==> src/rtl/spi_flash_read_seq.sv <==
// Wishbone master that runs serial-flash READ commands through an 8-bit SPI master core.
// Optional SPI_FAST_READ_EN selects opcode 0x0B with one dummy byte after the address.
module spi_flash_read_seq #(
    parameter int unsigned CS_INDEX = 0,
    parameter logic [7:0]  SPCR_VAL = 8'h50,
    parameter logic [7:0]  SPER_VAL = 8'h00,
    parameter int unsigned POLL_MAX = 1023
) (
    input  logic        clk_i,
    input  logic        rst_i,
    input  logic        req_i,
    input  logic [23:0] addr_i,
    input  logic [7:0]  len_i,
    output logic        busy_o,
    output logic        done_o,
    output logic        err_o,
    output logic [7:0]  rdata_o,
    output logic        rvalid_o,
    input  logic        rready_i,
    output logic        m_cyc_o,
    output logic        m_stb_o,
    output logic        m_we_o,
    output logic [2:0]  m_adr_o,
    output logic [7:0]  m_dat_o,
    input  logic [7:0]  m_dat_i,
    input  logic        m_ack_i
);

    localparam logic [2:0] ADR_SPCR = 3'd0;
    localparam logic [2:0] ADR_SPSR = 3'd1;
    localparam logic [2:0] ADR_SPDR = 3'd2;
    localparam logic [2:0] ADR_SPER = 3'd3;
    localparam logic [2:0] ADR_SS   = 3'd4;
    localparam logic [7:0] SS_VAL   = 8'(1 << CS_INDEX);
    localparam logic [9:0] POLL_LAST = 10'(POLL_MAX - 1);
`ifdef SPI_FAST_READ_EN
    localparam int unsigned HDR_N  = 5;
    localparam logic [7:0]  OPCODE = 8'h0B;
`else
    localparam int unsigned HDR_N  = 4;
    localparam logic [7:0]  OPCODE = 8'h03;
`endif
    localparam logic [2:0] HDR_DONE = 3'(HDR_N);

    typedef enum logic [3:0] {
        S_IDLE, S_CFG_SPCR, S_CFG_SPER, S_SEL, S_TX,
        S_POLL, S_RX, S_OUT, S_DESEL, S_DONE
    } state_t;

    state_t      state_q, state_d;
    logic        cyc_q, cyc_d, we_q, we_d;
    logic [2:0]  adr_q, adr_d;
    logic [7:0]  dat_q, dat_d;
    logic [23:0] addr_q, addr_d;
    logic [8:0]  cnt_q, cnt_d;
    logic [2:0]  hdr_q, hdr_d;
    logic [9:0]  poll_q, poll_d;
    logic        err_q, err_d;
    logic        busy_q, busy_d, done_q, done_d, err_out_q, err_out_d;
    logic [7:0]  rdata_q, rdata_d;
    logic        rvalid_q, rvalid_d;
    logic [7:0]  tx_byte;

    // Header byte sequence; past the header (and for the dummy byte) the core is clocked with zeros.
    always_comb begin
        tx_byte = 8'h00;
        case (hdr_q)
            3'd0:    tx_byte = OPCODE;
            3'd1:    tx_byte = addr_q[23:16];
            3'd2:    tx_byte = addr_q[15:8];
            3'd3:    tx_byte = addr_q[7:0];
            default: tx_byte = 8'h00;
        endcase
    end

    always_ff @(posedge clk_i) begin
        if (rst_i) begin
            state_q   <= S_IDLE;
            cyc_q     <= 1'b0;
            we_q      <= 1'b0;
            adr_q     <= '0;
            dat_q     <= '0;
            addr_q    <= '0;
            cnt_q     <= '0;
            hdr_q     <= '0;
            poll_q    <= '0;
            err_q     <= 1'b0;
            busy_q    <= 1'b0;
            done_q    <= 1'b0;
            err_out_q <= 1'b0;
            rdata_q   <= '0;
            rvalid_q  <= 1'b0;
        end else begin
            state_q   <= state_d;
            cyc_q     <= cyc_d;
            we_q      <= we_d;
            adr_q     <= adr_d;
            dat_q     <= dat_d;
            addr_q    <= addr_d;
            cnt_q     <= cnt_d;
            hdr_q     <= hdr_d;
            poll_q    <= poll_d;
            err_q     <= err_d;
            busy_q    <= busy_d;
            done_q    <= done_d;
            err_out_q <= err_out_d;
            rdata_q   <= rdata_d;
            rvalid_q  <= rvalid_d;
        end
    end

    // Each access state raises cyc on its first cycle (cyc low = idle gap) and advances on ack.
    always_comb begin
        state_d   = state_q;
        cyc_d     = cyc_q;
        we_d      = we_q;
        adr_d     = adr_q;
        dat_d     = dat_q;
        addr_d    = addr_q;
        cnt_d     = cnt_q;
        hdr_d     = hdr_q;
        poll_d    = poll_q;
        err_d     = err_q;
        busy_d    = busy_q;
        done_d    = 1'b0;
        err_out_d = 1'b0;
        rdata_d   = rdata_q;
        rvalid_d  = rvalid_q;
        case (state_q)
            S_IDLE: begin
                if (req_i) begin
                    addr_d  = addr_i;
                    cnt_d   = 9'(len_i) + 9'd1;
                    hdr_d   = '0;
                    err_d   = 1'b0;
                    busy_d  = 1'b1;
                    state_d = S_CFG_SPCR;
                end
            end
            S_CFG_SPCR: begin
                if (!cyc_q) begin
                    cyc_d = 1'b1; we_d = 1'b1; adr_d = ADR_SPCR; dat_d = SPCR_VAL;
                end else if (m_ack_i) begin
                    cyc_d = 1'b0; state_d = S_CFG_SPER;
                end
            end
            S_CFG_SPER: begin
                if (!cyc_q) begin
                    cyc_d = 1'b1; we_d = 1'b1; adr_d = ADR_SPER; dat_d = SPER_VAL;
                end else if (m_ack_i) begin
                    cyc_d = 1'b0; state_d = S_SEL;
                end
            end
            S_SEL: begin
                if (!cyc_q) begin
                    cyc_d = 1'b1; we_d = 1'b1; adr_d = ADR_SS; dat_d = SS_VAL;
                end else if (m_ack_i) begin
                    cyc_d = 1'b0; state_d = S_TX;
                end
            end
            S_TX: begin
                poll_d = '0;
                if (!cyc_q) begin
                    cyc_d = 1'b1; we_d = 1'b1; adr_d = ADR_SPDR; dat_d = tx_byte;
                end else if (m_ack_i) begin
                    cyc_d = 1'b0; state_d = S_POLL;
                end
            end
            S_POLL: begin
                if (!cyc_q) begin
                    cyc_d = 1'b1; we_d = 1'b0; adr_d = ADR_SPSR;
                end else if (m_ack_i) begin
                    cyc_d  = 1'b0;
                    poll_d = poll_q + 10'd1;
                    if (!m_dat_i[0]) begin
                        state_d = S_RX;
                    end else if (poll_q == POLL_LAST) begin
                        err_d   = 1'b1;
                        state_d = S_DESEL;
                    end
                end
            end
            S_RX: begin
                if (!cyc_q) begin
                    cyc_d = 1'b1; we_d = 1'b0; adr_d = ADR_SPDR;
                end else if (m_ack_i) begin
                    cyc_d = 1'b0;
                    if (hdr_q != HDR_DONE) begin
                        hdr_d   = hdr_q + 3'd1;
                        state_d = S_TX;
                    end else begin
                        rdata_d  = m_dat_i;
                        rvalid_d = 1'b1;
                        cnt_d    = cnt_q - 9'd1;
                        state_d  = S_OUT;
                    end
                end
            end
            S_OUT: begin
                if (rvalid_q && rready_i) begin
                    rvalid_d = 1'b0;
                    state_d  = (cnt_q == 9'd0) ? S_DESEL : S_TX;
                end
            end
            S_DESEL: begin
                if (!cyc_q) begin
                    cyc_d = 1'b1; we_d = 1'b1; adr_d = ADR_SS; dat_d = 8'h00;
                end else if (m_ack_i) begin
                    cyc_d     = 1'b0;
                    busy_d    = 1'b0;
                    done_d    = 1'b1;
                    err_out_d = err_q;
                    state_d   = S_DONE;
                end
            end
            S_DONE:  state_d = S_IDLE;
            default: state_d = S_IDLE;
        endcase
    end

    assign busy_o   = busy_q;
    assign done_o   = done_q;
    assign err_o    = err_out_q;
    assign rdata_o  = rdata_q;
    assign rvalid_o = rvalid_q;
    assign m_cyc_o  = cyc_q;
    assign m_stb_o  = cyc_q;
    assign m_we_o   = we_q;
    assign m_adr_o  = adr_q;
    assign m_dat_o  = dat_q;

endmodule

==> config.mk <==
export PLATFORM = sky130hd
export DESIGN_NAME = spi_flash_read_seq
export DESIGN_NICKNAME = d
export VERILOG_FILES = /design/src/rtl/spi_flash_read_seq.sv
export SDC_FILE = /design/constraint.sdc
export NUM_CORES = 1
export LEC_CHECK = 0
export ABC_AREA = 1
export CAP_MARGIN = 10
export CORE_MARGIN = 2
export CORE_UTILIZATION = 34
export CTS_BUF_LIST = sky130_fd_sc_hd__clkbuf_8
export DETAILED_ROUTE_END_ITERATION = 8
export DONT_BUFFER_PORTS = 1
export PLACE_DENSITY = 0.47
export SETUP_SLACK_MARGIN = 0.5
export SYNTH_ARGS = -nofsm -noshare
export SYNTH_HDL_FRONTEND = slang
export SYNTH_SLANG_ARGS = --single-unit
export TNS_END_PERCENT = 1
==> constraint.sdc <==
create_clock -name clk_i -period 1.6 [get_ports clk_i]
set_input_delay 0.32 -clock clk_i [delete_from_list [all_inputs] [get_ports clk_i]]
set_output_delay 0.32 -clock clk_i [all_outputs]
set_load 0.01 [all_outputs]
* Yosys cells after proc, flatten, opt, wreduce, memory -nomap -nowiden
Index checks and enable logic that the tools add are counted.
** Operators by class
- Equality and inequality tests :: 44
- Bitwise operators :: 4
- Reduce and logical (&&, ||, !) cells :: 32
- Divide/modulo/power cells :: 0
- Shift operators :: 0
- Multiplexer cells :: 67
- Add/subtract/negate cells :: 4
- Magnitude comparators :: 0
- Multiply operators :: 0
** Operators with widths (number)
- $mux W4 :: 19
- $pmux W8 S4 :: 2
- $ne A2 B2 Y1 const B :: 30
- $mux W9 :: 4
- $pmux W4 S9 :: 1
- $mux W8 :: 4
- $mux W3 :: 9
- $mux W10 :: 2
- $pmux W10 S2 :: 1
- $reduce_and A5 Y1 :: 4
- $pmux W9 S2 :: 1
- $mux W1 :: 17
- $reduce_and A17 Y1 :: 1
- $eq A4 B3 Y1 const B :: 4
- $pmux W3 S5 :: 1
- $reduce_and A6 Y1 :: 2
- $reduce_bool A2 Y1 :: 6
- $add A10 B1 Y10 const B :: 1
- $eq A10 B10 Y1 const B :: 1
- $add A8 B1 Y9 const B :: 1
- $logic_not A9 Y1 :: 1
- $sub A9 B1 Y9 const B :: 1
- $eq A4 B2 Y1 const B :: 2
- $pmux W1 S2 :: 4
- 22 further kinds :: 32
** Storage, ports and cells
- Word-level logic and storage cells :: 166
- Bits in read-only memories :: 0
- Register bits :: 76
- Memory bits (writable) :: 0
- Memories kept :: 0
- Output and inout bits :: 26
- Bits in latches :: 0

* Depth between registers and ports, before layout
Gate-level depths: netlist of the first run.
- Word-level depth :: 6
- Gate-level depth with buffers :: 11

* Worst setup path after synthesis of the first run
OpenSTA, ideal clock, no wires.
- Kind :: register to register
- Start :: reg state_q[1]
- End :: reg state_q[1]
- Cell stages (with the launch flop) :: 9
- Setup slack :: 182 ps
- Setup time :: 115 ps
- Arrival :: 1303 ps
- Required time :: 1485 ps
- Path through :: dfxtp_1 nor2_1 nand3_1 nand2_1 nor2_4 nand2_4 nand2_4 a21oi_1 nor2_1
** Between the ends
- Cells in the longest elaborated chain, start to end :: 3
- Elaborated cells between the ends (all ways) :: 28
** RTL lines
- from (decl) :: RTL line 50 : state_t state_q, state_d;
- from (signal assigned) :: RTL line 94 : state_q <= state_d;
- $eq A4 B3 Y1 (tied with other cells) :: RTL line 129 : case (state_q)
- $ne A3 B3 Y1 (no source line) or $ne A2 B2 Y1 (tied branches)
- $reduce_and A17 Y1 (no source line)
Parallel ways exist; a longest one is shown, timed or not.
A chain may end at the register's enable or synchronous reset.

* Worst setup path in the final report of the first run
- Start :: reg state_q[1]
- End :: reg state_q[2]
The elaborated chain is that of the path after synthesis.

==> metrics.log, run 1 <==
INFO  metric outcome = finished, final reports clean
INFO  metric reg2reg_to = state_q[2]
INFO  metric chipHeight = 112 um
INFO  metric grt_util_met2 = ~31%
INFO  metric p_per_area = 1740 nW/um^2
INFO  metric slew_violations = 0
INFO  metric postRouteAntennaNets = 0
INFO  metric reg2reg_slack = approximately 42 ps
INFO  metric max_slew.worst_pin.slew = 334 ps
INFO  metric holdPathEnd = addr_q[0]
INFO  metric synth.net_count = around 640
INFO  metric die_w = ~110 um
INFO  metric cts_tree = yes
INFO  metric syn_area = 3940 um^2
INFO  metric hp-class = primary input to register
INFO  metric required = about 1900 ps
INFO  metric worstRegToRegCells = 9
INFO  metric drt_drc_violations_left = 0
INFO  metric layout.cell_area.non_filler = 4790 um^2
INFO  metric ys.flop_type = sky130_fd_sc_hd__dfxtp_1
INFO  metric vias_per_cell = 5.05
INFO  metric fmaxAchievable = 642 MHz
INFO  metric yosysSeqAreaShare = 38.6%
INFO  metric nFillCells = 1205
INFO  metric synth.area.top_cells = sky130_fd_sc_hd__dfxtp_1 (39%), sky130_fd_sc_hd__nand2_1 (12%), sky130_fd_sc_hd__a21oi_1 (7.6%)
INFO  metric drt_iter0_drc = 177
INFO  metric timing.slew.headroom = 77.6%
INFO  metric layout-drive-gt1-share = around 22%
INFO  metric vias = 3827
INFO  metric clock_sink_count = 76
INFO  metric n_antenna_cell = 0
INFO  metric ioPinCount = 71
INFO  metric synth_cells = 583
INFO  metric placement.setup.worst_slack = -13.9 ps
INFO  metric cts-buffers-inserted = 9
INFO  metric finish.net_count = 664
INFO  metric detailed_place.area = 4220 um^2
INFO  metric wirelength = roughly 11000 um
INFO  metric overflow = 0
INFO  metric synth_largest_type_area_fraction = between 30 and 40%
INFO  metric floorplan.die_area = 12500 um^2
INFO  metric synthesis.area_per_instance = a little under 7 um^2
INFO  metric synth.distinct_cells = 35
INFO  metric period_minus_slack = 1560 ps
INFO  metric grt_pass1_wl = about 18000 um
INFO  metric core.rowCount = 39
INFO  metric flow.area_growth_from_synthesis = 21.6%
INFO  metric synthMostInstantiatedCell = sky130_fd_sc_hd__nand2_1
INFO  metric async_flop_share = 0%
INFO  metric grt.busiest_layer = met2
INFO  metric antenna_found_initial = 0
INFO  metric post_layout_nonfiller_instances = 758
INFO  metric start_util = 34.6%
INFO  metric cts.path.max_buffers = 2
INFO  metric synth.ff_latch_count = 76
INFO  metric wl_per_cell = 15.2 um
INFO  metric max-cap-violations = 0
INFO  metric skew = between 9 and 10 ps
INFO  metric grt_pass1_vias = 3714
INFO  metric dp_hpwl = 8230 um
INFO  metric clock_tree.htree_level_count = 3
INFO  metric holdCritStartpoint = rst_i
INFO  metric insertion_delay = 360 ps
INFO  metric setup_viol_count_final = 0
INFO  metric timing.critical_path.to_type = register
INFO  metric track_usage = 18.4%
INFO  metric report.power.total = 8.33 mW
INFO  metric grt.met3_usage = 4.57%
INFO  metric synth_top_area_cell = sky130_fd_sc_hd__dfxtp_1
INFO  metric core_area = 11400 um^2
INFO  metric last_weighted_congestion_value_of_the_routability_driven_placer = 0.839
INFO  metric cts.root.buffer_cell = sky130_fd_sc_hd__clkbuf_8
INFO  metric grt_setup_unrepaired = yes
INFO  metric critPathLaunchType = register
INFO  metric synth_top_cells_by_count = sky130_fd_sc_hd__nand2_1 (128), sky130_fd_sc_hd__dfxtp_1 (76), sky130_fd_sc_hd__nor2_1 (75), sky130_fd_sc_hd__a21oi_1 (60)
INFO  metric post-place-cells = 729
INFO  metric min_period_over_period = between 90 and 100%
INFO  metric cp_max_fo = 8
INFO  metric whs_path_depth = 1
INFO  metric r2r-start = state_q[1]
INFO  metric worst_slack = roughly 42 ps
INFO  metric placement.io_buffers = 0
INFO  metric setup.worst_path.class = register to register
INFO  metric hold_violations = 0
INFO  metric synth_warnings = 0
INFO  metric global_route.usage.met1 = 22.7%
INFO  metric timing.critical_path.arrival = between 1500 and 2000 ps
INFO  metric static-leakage-power = 2.01 nW
INFO  metric clock_transition_at_the_registers_of_the_reported_paths = 80 ps
INFO  metric ir_drop = 689 uV
INFO  metric post-route-util = between 40% and 50%
INFO  metric drt_pass1_iterations = 4
INFO  metric largest_net_degree_at_the_start_of_global_routing = 36
INFO  metric synth-edff-count = 0
worst max-delay path: stages, from the launching register on:
cell and delay (ps):
sky130_fd_sc_hd__dfxtp_4 390, sky130_fd_sc_hd__buf_4 140, sky130_fd_sc_hd__nor2_4 40, sky130_fd_sc_hd__buf_4 150, sky130_fd_sc_hd__nand3_1 140, sky130_fd_sc_hd__nand3_2 120, sky130_fd_sc_hd__nor2_4 250, sky130_fd_sc_hd__nand3_1 110
sky130_fd_sc_hd__nand2_1 80, sky130_fd_sc_hd__nor2_1 40
logic make-up after synthesis:
| logic type | synth area share [%] |
|---|---|
| adders and majority gates | 2.86 |
| xor gates and xnor gates | 0.667 |
| DFF | 38.6 |
| AOI/OAI and AO/OA | 16.2 |
| buffers and inverters | 8.58 |
| and+or+nand+nor | 33.0 |
report_power, final:
| group | switching, mW | leakage [nW] | total, mW | internal, mW |
|---|---|---|---|---|
| registers | 0.412 | 0.631 | 2.78 | 2.37 |
| logic | 2.48 | 1.26 | 3.92 | 1.44 |
| clock network | 0.727 | 0.115 | 1.63 | 0.908 |
how the worst max path moves through the flow:
stage	start	endpoint	slack (ps)	cells past startpoint
floorplan	state_q[2]	poll_q[6]	240	8
global placement	state_q[3]	state_q[1]	-7	9
detailed placement	state_q[3]	cnt_q[4]	-10	8
CTS	state_q[2]	m_dat_o[5]	70	8
global route	state_q[1]	state_q[1]	-60	9
finish	state_q[1]	state_q[2]	40	9
placed cells by master (no fill, tap or decap), drive strengths merged, types with 3 or more instances in the layout:
| cell type | Yosys | routed |
|---|---|---|
| nand2 | 136 | 137 |
| nor3 | 5 | 5 |
| clkinv | 2 | 3 |
| inv | 59 | 61 |
| nor2 | 82 | 82 |
| o21ai | 49 | 49 |
| buf | 12 | 33 |
| o21bai | 3 | 3 |
| dfxtp | 76 | 76 |
| clkbuf | 8 | 10 |
| nand3 | 57 | 57 |
| o211ai | 5 | 5 |
| ha | 9 | 9 |
| a21oi | 60 | 60 |
| nand4 | 10 | 10 |
routing by layer:
layer	up-vias	part of all wire [%]
met5	-	0
met4	0	2.0
met3	18	4.7
met2	81	48
met1	1766	45
li1	1962	-
final cells by class:
type                            instances  area (um^2)  area share, %
Clock buffer                           10          138           2.87
Multi-Input combinational cell        427         2320           48.4
Timing Repair Buffer                   35          273           5.69
Tap cell                              143          179           3.74
Sequential cell                        76         1560           32.6
Clock inverter                          6         80.1           1.67
Inverter                               61          239           4.99
repair_timing:
action | 4_1_cts | 5_1_grt
pin swaps | 8 | 18
hold buffers | 0 | 2
cloned | 2 | 0
setup endpoints to repair | 87 | 94
gates resized for setup | 27 | 60
hold endpoints to repair | 0 | 1
setup buffers | 4 | 5
registers in the layout (all words and copies together), names as in the netlist, 3 cells and up:
register  cells
m_adr_o       3
rdata_o       8
m_dat_o       8
state_q       4
cnt_q         9
poll_q       10
hdr_q         3
addr_q       24
metrics by stage:
step                setup TNS (ps)  hold slack (ps)
floorplan                        0              423
global placement             -10.2              394
detailed placement           -40.4              397
CTS                              0             7.69
global route                  -338             2.93
finish                           0             23.6
No activity file was read; power rests on OpenSTA's default activity.
==> run 2, diff against run 1 <==
==> constraint.sdc (replaced) <==
create_clock -name clk_i -period 1.6 [get_ports clk_i]
set_input_delay 0.08 -clock clk_i [delete_from_list [all_inputs] [get_ports clk_i]]
set_output_delay 0.08 -clock clk_i [all_outputs]
set_load 0.01 [all_outputs]
==> metrics.log, run 2 (synthesis gave the netlist of run 1 again) <==
INFO  metric antenna_found_initial = 0
INFO  metric grt_setup_unrepaired = yes
INFO  metric worst_slack = roughly 69 ps
INFO  metric floorplan.die_area = roughly 12000 um^2
INFO  metric finish.net_count = 676
INFO  metric vias_per_cell = 5.00
INFO  metric mostFrequentLayoutCells = sky130_fd_sc_hd__nand2_1 (112), sky130_fd_sc_hd__dfxtp_1 (68), sky130_fd_sc_hd__nor2_1 (67), sky130_fd_sc_hd__a21oi_1 (60), sky130_fd_sc_hd__inv_1 (52)
INFO  metric global_route.usage.met1 = 23.9%
INFO  metric setup.worst_path.class = register to register
INFO  metric placement.setup.worst_slack = -33.2 ps
INFO  metric grt_pass1_wl = approximately 19000 um
INFO  metric reg2reg_slack = roughly 69 ps
INFO  metric ir_drop = 812 uV
INFO  metric required = about 1900 ps
INFO  metric clock_transition_at_the_registers_of_the_reported_paths = 80 ps
INFO  metric clock_tree.htree_level_count = 3
INFO  metric layout-drive-gt1-share = just under 20%
INFO  metric grt_pass1_vias = 3871
INFO  metric track_usage = between 10% and 20%
INFO  metric cp_max_fo = 6
INFO  metric wl_per_cell = about 15 um
INFO  metric drt_pass1_iterations = 4
INFO  metric setup_viol_count_final = 0
INFO  metric hp-class = primary input to register
INFO  metric ioPinCount = 71
INFO  metric dp_hpwl = between 8000 and 9000 um
INFO  metric largest_net_degree_at_the_start_of_global_routing = 36
INFO  metric critPathLaunchType = register
INFO  metric fmaxAchievable = 653 MHz
INFO  metric most_frequent_standard_cell_in_the_layout_excluding_fill_and_tap_cells = sky130_fd_sc_hd__nand2_1
INFO  metric max-cap-violations = 0
INFO  metric hold_violations = 39
INFO  metric clkPwrFrac = 19.5%
INFO  metric wirelength = 11400 um
INFO  metric core.rowCount = 39
INFO  metric postCtsHoldBufs = 14
INFO  metric detailed_place.area = 4230 um^2
INFO  metric flip_flop_count_of_the_largest_register_all_copies_and_words_added = 24
INFO  metric timing.slew.headroom = between 70 and 80%
INFO  metric skew = 9.10 ps
INFO  metric outcome = complete, but fails checks
INFO  metric grt_util_met2 = 31.8%
INFO  metric n_antenna_cell = 0
INFO  metric clock_sink_count = 76
INFO  metric drt_iter0_drc = 214
INFO  metric tns = 0 ps
INFO  metric whs_path_depth = 1
INFO  metric timing.critical_path.to_type = register
INFO  metric p_sw_share = 43.1%
INFO  metric placement.io_buffers = 0
INFO  metric post-route-util = between 40% and 50%
INFO  metric largest_register = addr_q
INFO  metric cts-buffers-inserted = 9
INFO  metric postRouteAntennaNets = 0
INFO  metric static-leakage-power = between 2 and 2.5 nW
INFO  metric grt.busiest_layer = met2
INFO  metric min_period_over_period = 95.7%
INFO  metric period_minus_slack = 1530 ps
INFO  metric layout.cell_area.non_filler = 4930 um^2
INFO  metric overflow = 0
INFO  metric core_area = 11400 um^2
INFO  metric timing.critical_path.arrival = 1810 ps
INFO  metric grt.met3_usage = between 4 and 5%
INFO  metric worstRegToRegCells = 9
INFO  metric die_w = 112 um
INFO  metric p_per_area = ~1700 nW/um^2
INFO  metric drt_drc_violations_left = 0
INFO  metric multiInputGateArea = approximately 2300 um^2
INFO  metric cts.path.max_buffers = 2
INFO  metric power.switching = around 3.6 mW
INFO  metric nFillCells = 1213
INFO  metric vias = 3847
INFO  metric largestRegisters = addr_q x24, poll_q x10, cnt_q x9
INFO  metric failed_checks = negative hold slack
INFO  metric start_util = 34.6%
INFO  metric p_int = 4.78 mW
INFO  metric cts.root.buffer_cell = sky130_fd_sc_hd__clkbuf_8
INFO  metric insertion_delay = about 350 ps
INFO  metric register_area = 1540 um^2
INFO  metric last_weighted_congestion_value_of_the_routability_driven_placer = 0.869
INFO  metric power.sequential.fraction = between 30% and 40%
INFO  metric power.share.combinational = roughly 48%
INFO  metric hold_ws = -213 ps
INFO  metric max_slew.worst_pin.slew = 338 ps
INFO  metric chipHeight = 112 um
INFO  metric cts_tree = yes
INFO  metric flow.area_growth_from_synthesis = 25.1%
INFO  metric slew_violations = 0
[run 2: cell types whose count changed in the layout (fill, tap and decap cells not counted), moves of 2 or more]
| cell | before | now |
|---|---|---|
| sky130_fd_sc_hd__nand2_1 | 115 | 112 |
| sky130_fd_sc_hd__dfxtp_1 | 54 | 68 |
| sky130_fd_sc_hd__nand2_4 | 9 | 7 |
| sky130_fd_sc_hd__a21oi_2 | 3 | 0 |
| sky130_fd_sc_hd__buf_4 | 30 | 26 |
| sky130_fd_sc_hd__buf_6 | 2 | 4 |
| sky130_fd_sc_hd__nand2_2 | 12 | 17 |
| sky130_fd_sc_hd__dlygate4sd3_1 | 2 | 14 |
| sky130_fd_sc_hd__a21oi_1 | 57 | 60 |
| sky130_fd_sc_hd__nand3_1 | 50 | 48 |
| sky130_fd_sc_hd__buf_12 | 0 | 2 |
| sky130_fd_sc_hd__nand3_2 | 6 | 8 |
| sky130_fd_sc_hd__dfxtp_2 | 17 | 4 |
[run 2: final cells by class]
| class | count | share of cell area [%] |
|---|---|---|
| clock inverters | 5 | 1.57 |
| inverters | 61 | 4.95 |
| multi-input cells | 427 | 47.1 |
| clock buffers | 10 | 2.79 |
| well taps | 143 | 3.63 |
| flip-flops and latches | 76 | 31.3 |
| repair buffers | 47 | 8.63 |
[run 2: power by group through the flow]
| stage | logic, mW | clock network (mW) | registers, mW |
|---|---|---|---|
| final | 3.99 | 1.63 | 2.77 |
| after global placement | 3.37 | 0 | 2.76 |
| after detailed placement | 3.39 | 0 | 2.76 |
| after global routing | 4.53 | 1.76 | 2.83 |
| after CTS | 3.71 | 1.68 | 2.76 |
| after floorplan | 2.55 | 0 | 2.66 |
[run 2: path summary, 6_finish.rpt]
check / startpoint / to
max: state_q[2] / poll_q[6]
min: rst_i / addr_q[0]
max reg2reg: state_q[2] / poll_q[6]
min reg2reg: addr_q[5] / addr_q[5]
[run 2: layer usage]
layer,vias to the layer above,part of all wire (%)
met2,71,48
met1,1764,46
met4,0,1.4
met5,-,0
met3,13,4.1
li1,1999,-
[run 2: worst max-delay path: stages, from the launching register on]
cell and delay (ps):
sky130_fd_sc_hd__dfxtp_4 400, sky130_fd_sc_hd__inv_4 60, sky130_fd_sc_hd__nor2_4 230, sky130_fd_sc_hd__nand2_4 100, sky130_fd_sc_hd__o21ai_4 200, sky130_fd_sc_hd__buf_6 150
sky130_fd_sc_hd__nand2_4 50, sky130_fd_sc_hd__nor2_4 80, sky130_fd_sc_hd__nand2_1 60, sky130_fd_sc_hd__a21oi_1 110
[run 2: metrics by stage]
stage          power [mW]  instances
6_report             8.39        769
5_1_grt              9.11        769
4_1_cts              8.15        767
3_5_place_dp         6.15        729
3_3_place_gp         6.13        729
2_1_floorplan        5.21        583
[run 2: what timing repair did]
item / 4_1_cts / 5_1_grt
pin swaps: 10 / 14
resized for setup: 31 / 49
endpoints found under the hold margin: 53 / 39
cloned: 2 / 0
setup buffers: 7 / 2
setup endpoints to repair: 76 / 76
